===== config.mk =====
export PLATFORM = sky130hd
export DESIGN_NAME = rom_loader
export DESIGN_NICKNAME = d
export VERILOG_FILES = /design/src/rtl/rom_loader.sv
export SDC_FILE = /design/constraint.sdc
export NUM_CORES = 1
export LEC_CHECK = 0
export BUFFER_PORTS_ARGS = -buffer_cell sky130_fd_sc_hd__buf_2
export CORE_AREA = 2 2 111 113
export CTS_BUF_LIST = sky130_fd_sc_hd__clkbuf_8
export DETAILED_ROUTE_END_ITERATION = 16
export DIE_AREA = 0 0 113 115
export GPL_ROUTABILITY_DRIVEN = 0
export PLACE_DENSITY = 0.82
export REMOVE_ABC_BUFFERS = 1
export SLEW_MARGIN = 40
export SYNTH_ARGS = -nofsm -noshare
export SYNTH_HDL_FRONTEND = slang
export SYNTH_SLANG_ARGS = --single-unit

===== constraint.sdc =====
create_clock -name clk_sys -period 4.05 [get_ports clk_sys]
set_input_delay 0.81 -clock clk_sys [delete_from_list [all_inputs] [get_ports clk_sys]]
set_output_delay 0.81 -clock clk_sys [all_outputs]
set_load 0.02 [all_outputs]

===== src/rtl/rom_loader.sv =====
// rom_loader: routes HPS ioctl download bytes into four ROM regions through a
// 4-entry FIFO, with throttling, error tracking and side-band config capture.
// Optional feature: define ROM_LOADER_CHECKSUM_EN to build the program checksum.
module rom_loader #(
    parameter logic [26:0] REG1_BASE = 27'h0C000,
    parameter logic [26:0] REG2_BASE = 27'h0E000,
    parameter logic [26:0] REG3_BASE = 27'h10000,
    parameter logic [26:0] LOAD_END  = 27'h10100
) (
    input  logic        clk_sys,
    input  logic        reset,
    input  logic        ioctl_download,
    input  logic [7:0]  ioctl_index,
    input  logic        ioctl_wr,
    input  logic [26:0] ioctl_addr,
    input  logic [15:0] ioctl_dout,
    output logic        ioctl_wait,
    output logic [1:0]  mem_region,
    output logic [15:0] mem_addr,
    output logic [7:0]  mem_data,
    output logic        mem_we,
    input  logic        mem_busy,
    output logic        rom_ready,
    output logic        load_err,
    output logic [7:0]  game_id,
    output logic [7:0]  dsw1,
    output logic [7:0]  dsw2,
    output logic [15:0] checksum
);

    typedef enum logic [1:0] {S_IDLE, S_LOAD, S_FLUSH, S_DONE} state_t;

    state_t      state, state_next;
    logic        dl_q;
    logic        rom_start;
    logic        start;

    logic [1:0]  region_sel;
    logic [15:0] base;
    logic        in_range;
    logic [15:0] rel_addr;

    logic [25:0] fifo_mem [4];
    logic [1:0]  wr_q, rd_q, wr_base, rd_base;
    logic [2:0]  count_q, count_base, count_next;
    logic        rom_wr, push, pop, drop;
    logic [25:0] head;

    logic [1:0]  hold_region;
    logic [15:0] hold_addr;
    logic [7:0]  hold_data;

    logic [7:0]  game_id_q = 8'h00;
    logic [7:0]  dsw1_q    = 8'h00;
    logic [7:0]  dsw2_q    = 8'h00;

    logic        unused_bits;
    assign unused_bits = ^ioctl_dout[15:8];

    assign rom_start = ioctl_download && !dl_q && (ioctl_index == 8'd0);
    assign rom_wr    = ioctl_download && ioctl_wr && (ioctl_index == 8'd0);

    // Next-state logic of the download sequencer
    always_comb begin
        state_next = state;
        case (state)
            S_IDLE:  if (rom_start) state_next = S_LOAD;
            S_LOAD:  if (!ioctl_download) state_next = S_FLUSH;
            S_FLUSH: if (count_q == 3'd0) state_next = S_DONE;
            S_DONE:  if (rom_start) state_next = S_LOAD;
            default: state_next = S_IDLE;
        endcase
    end

    // A new load empties the FIFO; a byte arriving on that same cycle lands in slot 0
    assign start      = (state_next == S_LOAD) && (state != S_LOAD);
    assign wr_base    = start ? 2'd0 : wr_q;
    assign rd_base    = start ? 2'd0 : rd_q;
    assign count_base = start ? 3'd0 : count_q;

    // Region decode; relative address is only needed modulo 2^16
    always_comb begin
        region_sel = 2'd0;
        base       = 16'h0000;
        in_range   = 1'b1;
        if (ioctl_addr < REG1_BASE) begin
            region_sel = 2'd0;
            base       = 16'h0000;
        end else if (ioctl_addr < REG2_BASE) begin
            region_sel = 2'd1;
            base       = REG1_BASE[15:0];
        end else if (ioctl_addr < REG3_BASE) begin
            region_sel = 2'd2;
            base       = REG2_BASE[15:0];
        end else if (ioctl_addr < LOAD_END) begin
            region_sel = 2'd3;
            base       = REG3_BASE[15:0];
        end else begin
            in_range   = 1'b0;
        end
    end

    assign rel_addr   = ioctl_addr[15:0] - base;
    assign pop        = !start && (count_q != 3'd0) && !mem_busy;
    assign push       = rom_wr && in_range && ((count_base != 3'd4) || pop);
    assign drop       = rom_wr && !push;
    assign count_next = count_base + {2'b00, push} - {2'b00, pop};
    assign head       = fifo_mem[rd_q];

    // Drain path: head goes straight out when the memories are free
    assign mem_we     = pop;
    assign mem_region = pop ? head[25:24] : hold_region;
    assign mem_addr   = pop ? head[23:8]  : hold_addr;
    assign mem_data   = pop ? head[7:0]   : hold_data;
    assign rom_ready  = (state == S_DONE);

    // Sequencer state and download-edge history
    always_ff @(posedge clk_sys or posedge reset) begin
        if (reset) begin
            state <= S_IDLE;
            dl_q  <= 1'b0;
        end else begin
            state <= state_next;
            dl_q  <= ioctl_download;
        end
    end

    // FIFO pointers, occupancy, throttle and sticky error
    always_ff @(posedge clk_sys or posedge reset) begin
        if (reset) begin
            wr_q       <= 2'd0;
            rd_q       <= 2'd0;
            count_q    <= 3'd0;
            ioctl_wait <= 1'b0;
            load_err   <= 1'b0;
        end else begin
            wr_q       <= wr_base + 2'(push);
            rd_q       <= rd_base + 2'(pop);
            count_q    <= count_next;
            ioctl_wait <= (count_next >= 3'd2);
            load_err   <= start ? drop : (load_err | drop);
        end
    end

    // FIFO storage: {region, relative address, data}
    always_ff @(posedge clk_sys) begin
        if (push) fifo_mem[wr_base] <= {region_sel, rel_addr, ioctl_dout[7:0]};
    end

    // Keep the last written entry visible between write strobes
    always_ff @(posedge clk_sys or posedge reset) begin
        if (reset) begin
            hold_region <= 2'd0;
            hold_addr   <= 16'h0000;
            hold_data   <= 8'h00;
        end else if (pop) begin
            hold_region <= head[25:24];
            hold_addr   <= head[23:8];
            hold_data   <= head[7:0];
        end
    end

    // Side-band game id and DIP switches survive reset
    always_ff @(posedge clk_sys) begin
        if (ioctl_download && ioctl_wr) begin
            if (ioctl_index == 8'd1) game_id_q <= ioctl_dout[7:0];
            if (ioctl_index == 8'd254 && ioctl_addr[24:3] == 22'd0) begin
                if (ioctl_addr[2:0] == 3'd0) dsw1_q <= ioctl_dout[7:0];
                if (ioctl_addr[2:0] == 3'd1) dsw2_q <= ioctl_dout[7:0];
            end
        end
    end

    assign game_id = game_id_q;
    assign dsw1    = dsw1_q;
    assign dsw2    = dsw2_q;

`ifdef ROM_LOADER_CHECKSUM_EN
    logic [15:0] sum_q;

    // Wrapping byte sum of bytes accepted during the current load
    always_ff @(posedge clk_sys or posedge reset) begin
        if (reset) begin
            sum_q <= 16'h0000;
        end else if (push) begin
            sum_q <= (start ? 16'h0000 : sum_q) + {8'h00, ioctl_dout[7:0]};
        end else if (start) begin
            sum_q <= 16'h0000;
        end
    end

    assign checksum = sum_q;
`else
    assign checksum = 16'h0000;
`endif

endmodule


Word level (Yosys, flattened, before mapping)
Memories as Yosys holds them, arrays and structs flattened.
Index checks and enable logic that the tools add are counted.
{"block": "word_totals", "reg_bits": 62, "mem_bits_rw": 104, "out_inout_bits": 70, "word_cells": 84, "memories": 1}
{"block": "classes", "n_addsub": 5, "n_lt_le_gt_ge": 5, "eq_ne": 9, "n_mux": 24, "bitwise_logic": 1, "n_reduce_logical": 26}
{"memory": "fifo_mem", "words": 4, "word_bits": 26, "read_ports": 1, "rd_clocked_by_memory_dff": 0, "write_ports": 1, "line": "43", "rtl": "logic [25:0] fifo_mem [4];"}
{"operator": "16-bit 2-to-1 mux", "count": 4}
{"operator": "27-bit by 16-bit < comparator with 1-bit output, second input constant", "count": 2}
{"operator": "27-bit by 17-bit < comparator with 1-bit output, second input constant", "count": 2}
{"operator": "22-bit logical NOT", "count": 1}
{"operator": "2-bit 2-to-1 mux", "count": 10}
{"operator": "16-bit subtractor", "count": 1}
{"operator": "1-bit logical AND", "count": 11}
{"operator": "8-bit by 1-bit equality test with 1-bit output, second input constant", "count": 1}
{"operator": "8-bit equality test, second input constant", "count": 1}
{"operator": "8-bit logical NOT", "count": 1}
{"operator": "8-bit 2-to-1 mux", "count": 1}
{"operator": "1-bit 2-to-1 mux", "count": 7}
{"operator": "3-bit logical NOT", "count": 2}
{"operator": "2-bit one-hot mux with 3 select lines", "count": 1}
{"operator": "3-bit AND reduction", "count": 2}
{"operator": "2-bit by 1-bit adder with 2-bit output", "count": 2}
{"operator": "2-bit by 1-bit equality test with 1-bit output, second input constant", "count": 2}
{"operator": "2-bit equality test, second input constant", "count": 2}
{"operator": "1-bit logical NOT", "count": 4}
{"operator": "3-bit by 1-bit adder with 3-bit output", "count": 1}
{"operator": "3-bit by 1-bit equality test with 1-bit output, second input constant", "count": 1}
{"operator": "3-bit by 2-bit greater-or-equal comparator with 1-bit output, second input constant", "count": 1}
{"operator": "3-bit 2-to-1 mux", "count": 1}
{"operator": "3-bit != test, second input constant", "count": 1}
{"operator": "8 further kinds", "count": 8}

Logic depth before layout (Yosys ltp)
Gate-level depths: netlist of run 1.
{"block": "depth", "ltp_word": 16, "ltp_mapped": 16}

Worst setup path after synthesis of run 1
No wires, ideal clock.
{"block": "synth_timing", "path_type": "in2reg", "start": "in ioctl_index[4]", "end": "mem fifo_mem[3][0], enable pin", "arrival_time_ns": 3.546, "path_slack_ns": 0.063, "stages": 4, "cell_sequence": "nor4_2 > nand3_1 > a211o_1 > nor3_1"}
{"block": "synth_via", "elab_chain_cells": 13, "word_cells_on_any_way": 18}
{"element": "start: declaration", "line": "13", "rtl": "input logic [7:0] ioctl_index,"}
{"element": "8-bit logical NOT (*)", "line": "60, 61"}
{"element": "branches (longest 12 deep; another with 2-bit one-hot mux with 3 select lines)"}
{"element": "end: declaration", "line": "43"}
Every way passes the cells marked *.

Final worst setup path of run 1
{"block": "layout_timing", "start": "reg state[0]", "end": "out mem_addr[15]"}
{"block": "layout_via", "elab_chain_cells": 9, "word_cells_on_any_way": 16}
{"element": "start: declaration", "line": "33", "rtl": "state_t state, state_next;"}
{"element": "start signal: assignment", "line": "123", "rtl": "state <= state_next;"}
{"element": "2-bit equality test or 2-bit logical NOT (tied branches)", "line": "66", "rtl": "case (state)"}
{"element": "2-bit OR reduction (no source line)"}
{"element": "2-bit one-hot mux with 3 select lines", "line": "66"}
{"element": "2-bit by 1-bit equality test with 1-bit output", "line": "76", "rtl": "assign start = (state_next == S_LOAD) && (state != S_LOAD);"}
{"element": "1-bit logical AND (*)", "line": "76"}
{"element": "1-bit logical NOT (*)", "line": "104", "rtl": "assign pop = !start && (count_q != 3'd0) && !mem_busy;"}
{"element": "1-bit logical AND (*) (2 in a row)", "line": "104"}
{"element": "16-bit 2-to-1 mux (*)"}
{"element": "end: declaration", "line": "19", "rtl": "output logic [15:0] mem_addr,"}
Mark *: on every way between the ends. The rest lies on a longest branch, timed or not.

==> metrics.txt, run 1 <==
status complete, but fails checks; failing checks design-rule violations; FF-to-FF path depth 14; Clock Skews 0.00844 ns; total grt overflow 0; most frequent cells in the layout 128 x edfxtp_1, 101 x buf_2, 37 x dfrtp_1; fin. max-slew vios 0; global-route wire length before repair 19.5 mm; top post-synthesis cells by area edfxtp_1 58%, dfrtp_1 14%, mux4_2 8.8%; Mapped Area 6640 µm²; vias 3519; Slew @ Worst Pin 0.535 ns; CP Max Fanout 17; reg-to-reg slack, setup 0.67 ns; post-synthesis instance total 351; GRT Util Overall 0.204; min-delay worst type in -> async; Worst path slowest cell or3b_2; Skew-Pair Late Insertion Delay 0.44 ns; vias in the first global route 3703; CP cell instances inv_1 > ha_1 > or3b_2 > nor2_2 > or4_4 > buf_12 > mux2_2 > buf_2; Pre-antenna DRT Iters 11; # IOs 126; CTS tree done; Ys Warns 0; Synth top area share 0.579; CP endpoint kind primary output; final setup fails 0; Die ar. 13000 µm²; WL/cell 19.6 µm; Synth-to-Final Area Change 16.5%; Period minus WS final 3.79 ns; non-filler instance count after layout 635; Startpoint Class register; clk root buf clkbuf_8; Worst EP arrival 2.98 ns; worst relative slew slack 0.644; Final period util 0.936; Cell Area, Placed 7350 µm²; final hold vios 0; LEAKAGE 0.00295 µW; FF-to-FF End ioctl_wait; Final ANT Viol Nets 0; hold_ws 0.404 ns; die height 115 µm; share of cells above drive strength 1 0.426; largest net degree at the start of global routing 39; Core Rows 40; Hold Buf Count CTS 0; drt initial violations 229; cell area after layout 7730 µm²; post-synthesis cell type count 44; Die W 113 µm; # diodes 0; DP Cell Count 601; DP HPWL 8.37 mm; Total Wirelength 12.5 mm; critical path data required time 3.24 ns; Via-to-Cell Ratio 5.54; clk sink count 166; drt drc 6; RR Startpoint state[0]; leading area contributor after synthesis edfxtp_1; setup_tns 0 ns; final core utilization 0.655; initial antenna violation count 0; Yosys reg bits 166; clk slew on worst S/H paths 0.08 ns; Starting Density 0.562; upper clock frequency limit 264 MHz; Top FF cell, synth edfxtp_1; Post-Syn Area per Cell 18.9 µm²; crit-path max cell delay 0.49 ns; RSZ-0062 raised after global routing no; Post-synth EDFFs 128; critical path class reg -> out; clk buf depth 2; H-Tree Depth 4; Post-synth ARST share 0.229; peak supply drop 310 µV; Max Cap Viol 0; fin nets 541; most common cell after layout, fill and taps aside edfxtp_1; TritonCTS buffer count 17; port bufs 101; total power divided by cell area 607 nW/µm²; Core ar. 11800 µm²; proportion of synthesized chip area in sequential cells 0.722
power breakdown:
| group | total (µW) | leakage (µW) | switching (µW) | internal (µW) |
|---|---|---|---|---|
| Combinational | 1470 | 0.00117 | 749 | 718 |
| Sequential | 2140 | 0.00159 | 125 | 2010 |
| Clock | 1090 | 0.000194 | 547 | 546 |
| Total | 4700 | 0.00295 | 1420 | 3270 |
sequential cells by signal, indices dropped and copies added, names as in the netlist, 3 cells and up:
register / cells
hold_data: 8
game_id: 8
hold_addr: 16
fifo_mem: 104
count_q: 3
dsw2: 8
dsw1: 8
stage by stage:
| stage | total power, µW | setup WS, ns |
|---|---|---|
| 2_1_floorplan | 3200 | 0.0626 |
| 3_3_place_gp | 3590 | 0.382 |
| 3_5_place_dp | 3640 | 0.276 |
| 4_1_cts | 4740 | 0.138 |
| 5_1_grt | 4920 | 0.0915 |
| 6_report | 4700 | 0.258 |
worst max-delay path by stage:
stage               slack (ns)            from             end
global route              0.09        state[0]    mem_addr[15]
floorplan                 0.06  ioctl_index[4]  fifo_mem[3][0]
CTS                       0.14        state[0]    mem_addr[15]
finish                    0.26        state[0]    mem_addr[15]
detailed placement        0.28  ioctl_addr[11]      ioctl_wait
global placement          0.38  ioctl_addr[11]      ioctl_wait
cells in the mapped netlist, drive strengths merged, types with 4 or more instances:
cell / n
a21oi: 5
nand3b: 4
ha: 8
nand3: 7
xor2: 4
nor2: 11
inv: 12
nor3: 8
mux2: 26
nor4: 6
mux4: 26
dfrtp: 38
nand2: 5
and2: 4
o21ai: 4
edfxtp: 128
nor3b: 4
buf: 23
what timing repair did:
action / CTS / global route
pin swaps: 1 / 0
gates resized for setup: 0 / 1
setup endpoints to repair: 1 / 3
setup buffers: 2 / 0
critical path, delay by kind of cell, from the launching register on:
family                     cells  cell delay (ns)
and+or+nand+nor                3             0.95
DFF                            1             0.45
buffers and inverters          3             0.44
muxes                          1             0.36
adders and majority gates      1             0.33
metal layers:
metal,routed length (µm),GRT usage,vias to the layer above
met3,850,0.0569,26
met4,268,0.0732,0
met2,6530,0.351,145
met5,0,0,-
met1,4830,0.251,1769
li1,-,-,1579
cell families after synthesis:
group / share of synthesized area
flip-flops: 0.722
buffers and inverters: 0.0353
multiplexers: 0.143
XOR/XNOR: 0.00660
other: 0.000565
adder cells (fa/ha/maj): 0.0211
AO/OA/AOI/OAI: 0.0153
AND/OR/NAND/NOR: 0.0556
area by class of cell:
type                       instances  area [µm²]
timing repair buffer             116         643
inverter                          12        47.5
sequential                       166        4800
clock buffer                      18         248
multi-input combinational        162        1700
fill                             815        4080
tap                              147         184
clock inverter                    14         120
Note: power is estimated with default switching activity, not from simulation.
==> inputs of run 2 (changes only) <==
--- a/config.mk
+++ b/config.mk
@@ -11,9 +11,11 @@
 export DETAILED_ROUTE_END_ITERATION = 16
 export DIE_AREA = 0 0 113 115
 export GPL_ROUTABILITY_DRIVEN = 0
+export MAX_ROUTING_LAYER = met4
 export PLACE_DENSITY = 0.82
 export REMOVE_ABC_BUFFERS = 1
 export SLEW_MARGIN = 40
 export SYNTH_ARGS = -nofsm -noshare
 export SYNTH_HDL_FRONTEND = slang
 export SYNTH_SLANG_ARGS = --single-unit
+export TNS_END_PERCENT = 10
==> metrics.txt, run 2 (synthesized netlist as in run 1, its figures left out) <==
status complete, but fails checks (unchanged); failing checks design-rule violations (unchanged); RSZ-0062 raised after global routing no (unchanged); global-route wire length before repair 19.6 mm (was 19.5 mm); Stages on worst setup path 8 (unchanged); Cell Area, Placed 7350 µm² (unchanged); fin nets 541 (unchanged); GRT Util Overall 0.211 (was 0.204); crit-path max cell delay 0.49 ns (about the same); most common cell after layout, fill and taps aside edfxtp_1 (unchanged); min-delay worst type in -> async (unchanged); total power 4710 µW (was 4700 µW); total power divided by cell area 608 nW/µm² (was 607 nW/µm²); vias in the first global route 3704 (was 3703); Core Rows 40 (unchanged); final hold vios 0 (unchanged); crit path buf inv count 3 (unchanged); total grt overflow 0 (unchanged); WL/cell 19.7 µm (was 19.6 µm); Period minus WS final 3.81 ns (was 3.79 ns); final core utilization 0.655 (unchanged); FF-to-FF path depth 14 (unchanged); port bufs 101 (unchanged); vias 3538 (was 3519); clk root buf clkbuf_8 (unchanged); critical path data required time 3.24 ns (about the same); Startpoint Class register (unchanged); most frequent cells in the layout 128 x edfxtp_1, 101 x buf_2, 37 x dfrtp_1 (unchanged); # IOs 126 (unchanged); Clock Skews 0.00882 ns (was 0.00844 ns); Starting Density 0.562 (unchanged); share of cells above drive strength 1 0.426 (unchanged); M1 WL 4.88 mm (was 4.83 mm); setup_tns 0 ns (unchanged); Die ar. 13000 µm² (unchanged); upper clock frequency limit 262 MHz (was 264 MHz); Core ar. 11800 µm² (unchanged); Hold Buf Count CTS 0 (unchanged); TritonCTS buffer count 17 (unchanged); clk sink count 166 (unchanged); die height 115 µm (unchanged); critical path class reg -> out (unchanged); CP Max Fanout 17 (unchanged); Final period util 0.942 (was 0.936); most flop-heavy register fifo_mem (unchanged); critical path's top delay family simple AND/OR/NAND/NOR gates (unchanged); Synth-to-Final Area Change 16.5% (unchanged); metal2 WL 6.59 mm (was 6.53 mm); Worst EP arrival 3.00 ns (was 2.98 ns); routed length on met3 800 µm (was 850 µm); largest net degree at the start of global routing 39 (unchanged); initial antenna violation count 0 (unchanged); H-Tree Depth 4 (unchanged); top flop regs fifo_mem x104, hold_addr x16 (unchanged); DR top layer met4 (unchanged); final setup fails 0 (unchanged); Die W 113 µm (unchanged); Max Cap Viol 0 (unchanged); drt drc 6 (unchanged); DP HPWL 8.37 mm (unchanged); # diodes 0 (unchanged); Worst path slowest cell or3b_2 (unchanged); cell area after layout 7730 µm² (unchanged); Skew-Pair Late Insertion Delay 0.45 ns (was 0.44 ns); CP cell instances inv_1 > ha_1 > or3b_2 > nor2_2 > or4_4 > buf_12 > mux2_2 > buf_2 (unchanged); Final ANT Viol Nets 0 (unchanged); CTS tree done (unchanged); fin. max-slew vios 0 (unchanged); worst relative slew slack 0.639 (was 0.644); clk buf depth 2 (unchanged); peak supply drop 310 µV (about the same); Slew @ Worst Pin 0.542 ns (was 0.535 ns); Largest register FFs 104 (unchanged); LEAKAGE 0.00295 µW (unchanged); drt initial violations 217 (was 229); CP endpoint kind primary output (unchanged); Via-to-Cell Ratio 5.57 (was 5.54); clk slew on worst S/H paths 0.08 ns (about the same); Pre-antenna DRT Iters 11 (unchanged); Total Wirelength 12.5 mm (about the same)
==> run 2: final cells by class <==
class                      instances  area [µm²]
inverter                          12        47.5
clock inverter                    14         120
sequential                       166        4800
timing repair buffer             116         643
multi-input combinational        162        1700
tap                              147         184
clock buffer                      18         248
fill                             815        4080
==> run 2: timing repair <==
| action | 4_1_cts | 5_1_grt |
|---|---|---|
| resized for setup | 0 | 1 |
| pin swaps | 1 | 0 |
| gates cloned | 0 | 0 |
| setup endpoints to repair | 1 | 3 |
| buffers inserted | 2 | 0 |
==> run 2: per-stage QoR <==
| step | instances | setup slack (ns) | hold WS (ns) |
|---|---|---|---|
| 2_1_floorplan | 340 | 0.0626 | 0.522 |
| 3_3_place_gp | 601 | 0.382 | 0.478 |
| 3_5_place_dp | 601 | 0.276 | 0.476 |
| 4_1_cts | 635 | 0.138 | 0.407 |
| 5_1_grt | 635 | 0.0933 | 0.429 |
| 6_report | 635 | 0.236 | 0.394 |
==> run 2: where the power goes <==
part,total (µW),switching [µW],internal [µW]
clock,1100,554,546
sequential,2140,125,2010
combinational,1470,752,718
total,4710,1430,3270
==> run 2: final timing paths <==
kind | startpoint | end | slack, ns
setup / recovery | state[0] | mem_addr[15] | 0.24
hold / removal | reset | hold_addr[11] | 0.39
setup reg to reg | state[0] | ioctl_wait | 0.66
hold reg to reg | hold_addr[14] | hold_addr[14] | 0.50
max in group asynchronous | reset | rd_q[0] | 3.26
min in group clk_sys | hold_addr[14] | hold_addr[14] | 0.50
==> run 2: layer usage <==
metal | global-route usage | vias to the layer above
met1 | 0.254 | 1785
met2 | 0.354 | 146
met5 | - | -
met4 | 0.0675 | 0
met3 | 0.0548 | 25
li1 | - | 1582
==> inputs of run 3 (changes only) <==
--- a/config.mk
+++ b/config.mk
@@ -6,13 +6,13 @@
 export NUM_CORES = 1
 export LEC_CHECK = 0
 export BUFFER_PORTS_ARGS = -buffer_cell sky130_fd_sc_hd__buf_2
-export CORE_AREA = 2 2 111 113
+export CORE_AREA = 2 2 125 127
 export CTS_BUF_LIST = sky130_fd_sc_hd__clkbuf_8
 export DETAILED_ROUTE_END_ITERATION = 16
-export DIE_AREA = 0 0 113 115
+export DIE_AREA = 0 0 127 129
 export GPL_ROUTABILITY_DRIVEN = 0
 export MAX_ROUTING_LAYER = met4
-export PLACE_DENSITY = 0.82
+export PLACE_DENSITY = 0.67
 export REMOVE_ABC_BUFFERS = 1
 export SLEW_MARGIN = 40
 export SYNTH_ARGS = -nofsm -noshare
==> metrics.txt, run 3 (synthesized netlist as in run 1, its figures left out) <==
status finished, final reports clean (was complete, but fails checks); Core ar. 15000 µm² (was 11800 µm²); total power divided by cell area 604 nW/µm² (was 608 nW/µm²); initial antenna violation count 0 (unchanged); FF-to-FF path depth 14 (unchanged); Die W 127 µm (was 113 µm); upper clock frequency limit 262 MHz (about the same); RR Startpoint state[0] (unchanged); Die ar. 16400 µm² (was 13000 µm²); DP HPWL 8.20 mm (was 8.37 mm); Skew-Pair Late Insertion Delay 0.44 ns (was 0.45 ns); most flop-heavy register fifo_mem (unchanged); drt drc 0 (was 6); worst relative slew slack 0.572 (was 0.639); LEAKAGE 0.00296 µW (was 0.00295 µW); Slew @ Worst Pin 0.638 ns (was 0.542 ns); Final ANT Viol Nets 0 (unchanged); peak supply drop 299 µV (was 310 µV); Hold Buf Count CTS 0 (unchanged); Largest register FFs 104 (unchanged); final setup fails 0 (unchanged); total power 4720 µW (was 4710 µW); largest net degree at the start of global routing 39 (unchanged); Startpoint Class register (unchanged); # IOs 126 (unchanged); TritonCTS buffer count 17 (unchanged); clk slew on worst S/H paths 0.09 ns (was 0.08 ns); non-filler instance count after layout 677 (was 635); critical path class reg -> out (unchanged); vias in the first global route 3607 (was 3704); clk buf depth 2 (unchanged); H-Tree Depth 4 (unchanged); RSZ-0062 raised after global routing no (unchanged); total grt overflow 0 (unchanged); CP endpoint kind primary output (unchanged); top flop regs fifo_mem x104, hold_addr x16 (unchanged); global-route wire length before repair 19.4 mm (was 19.6 mm); CP Max Fanout 15 (was 17); Pre-antenna DRT Iters 5 (was 11); most common cell after layout, fill and taps aside edfxtp_1 (unchanged); Final period util 0.942 (about the same); final hold vios 0 (unchanged); Clock Skews 0.00931 ns (was 0.00882 ns); clk sink count 166 (unchanged); CTS tree done (unchanged); setup_tns 0 ns (unchanged); GRT Util Overall 0.165 (was 0.211); WL/cell 18.2 µm (was 19.7 µm); Period minus WS final 3.82 ns (was 3.81 ns); min-delay worst type in -> async (unchanged); clk root buf clkbuf_8 (unchanged); # diodes 0 (unchanged); Worst EP arrival 3.01 ns (was 3.00 ns); fin. max-slew vios 0 (unchanged); fin nets 542 (was 541); DP Cell Count 643 (was 601); Total Wirelength 12.3 mm (was 12.5 mm); port bufs 101 (unchanged); vias 3461 (was 3538); die height 129 µm (was 115 µm); Via-to-Cell Ratio 5.11 (was 5.57); FF-to-FF End ioctl_wait (unchanged); Starting Density 0.443 (was 0.562); critical path data required time 3.24 ns (about the same); Core Rows 45 (was 40); drt initial violations 220 (was 217); # fillers 1230 (was 815); Synth-to-Final Area Change 17.7% (was 16.5%); share of cells above drive strength 1 0.438 (was 0.426); reg-to-reg slack, setup 0.65 ns (was 0.66 ns); Max Cap Viol 0 (unchanged); most frequent cells in the layout 128 x edfxtp_1, 101 x buf_2, 37 x dfrtp_1 (unchanged)
==> run 3: changes by cell type in the layout (fill, tap and decap cells not counted), sizes merged <==
cell      previous run  this run
inv                 16        19
buf                116       117
bufinv               2         1
clkbuf              18        17
clkinvlp             3         2
==> run 3: area by class of cell <==
type,instances,area [µm²],share of cell area
clock buffers,17,234,0.0299
clock inverters,15,144,0.0184
inverters,12,47.5,0.00609
multi-input cells,162,1690,0.217
flip-flops and latches,166,4800,0.614
well taps,188,235,0.0301
repair buffers,117,663,0.0849
==> run 3: metrics by stage <==
step                      hold WS (ns)  setup WS (ns)  cell area [µm²]  utilization
after CTS                        0.401         0.0284             7780        0.520
after global routing             0.427         0.0305             7810        0.522
final                            0.413          0.235             7810        0.522
after floorplan                  0.522         0.0626             6500            -
after detailed placement         0.476          0.475             7400        0.494
after global placement           0.479          0.517             7400        0.494
==> run 3: worst max-delay path by stage <==
stage                    from              to  depth (start not counted)
6_report             state[0]   mem_region[1]                          8
5_1_grt              state[0]    mem_addr[15]                          8
4_1_cts              state[0]    mem_addr[15]                          8
3_5_place_dp   ioctl_addr[11]      ioctl_wait                         12
3_3_place_gp   ioctl_addr[11]      ioctl_wait                         12
2_1_floorplan  ioctl_index[4]  fifo_mem[3][0]                          4
==> run 3: power by group <==
part | leakage [µW] | internal [µW] | switching [µW] | total (µW)
Clock | 0.000191 | 502 | 625 | 1130
Combinational | 0.00118 | 724 | 741 | 1460
Sequential | 0.00159 | 2010 | 121 | 2130
Total | 0.00296 | 3240 | 1490 | 4720
==> run 3: what timing repair did <==
item,in CTS,in global routing
setup buffers,0,2
resized for setup,0,0
setup endpoints to repair,0,15
==> run 3: critical path, stage by stage (launching register included) <==
cell     delay (ns)
dfrtp_1        0.43
inv_1          0.08
ha_1           0.32
or3b_2         0.48
nor2_1         0.29
or4_4          0.26
buf_12         0.17
mux2_2         0.36
buf_2          0.16
==> run 3: per-layer routing <==
layer	vias up	global-route usage	part of all wire
met3	9	0.0395	0.045
met1	1759	0.213	0.44
met5	-	-	0
met2	103	0.259	0.50
met4	0	0.0556	0.011
li1	1590	-	-
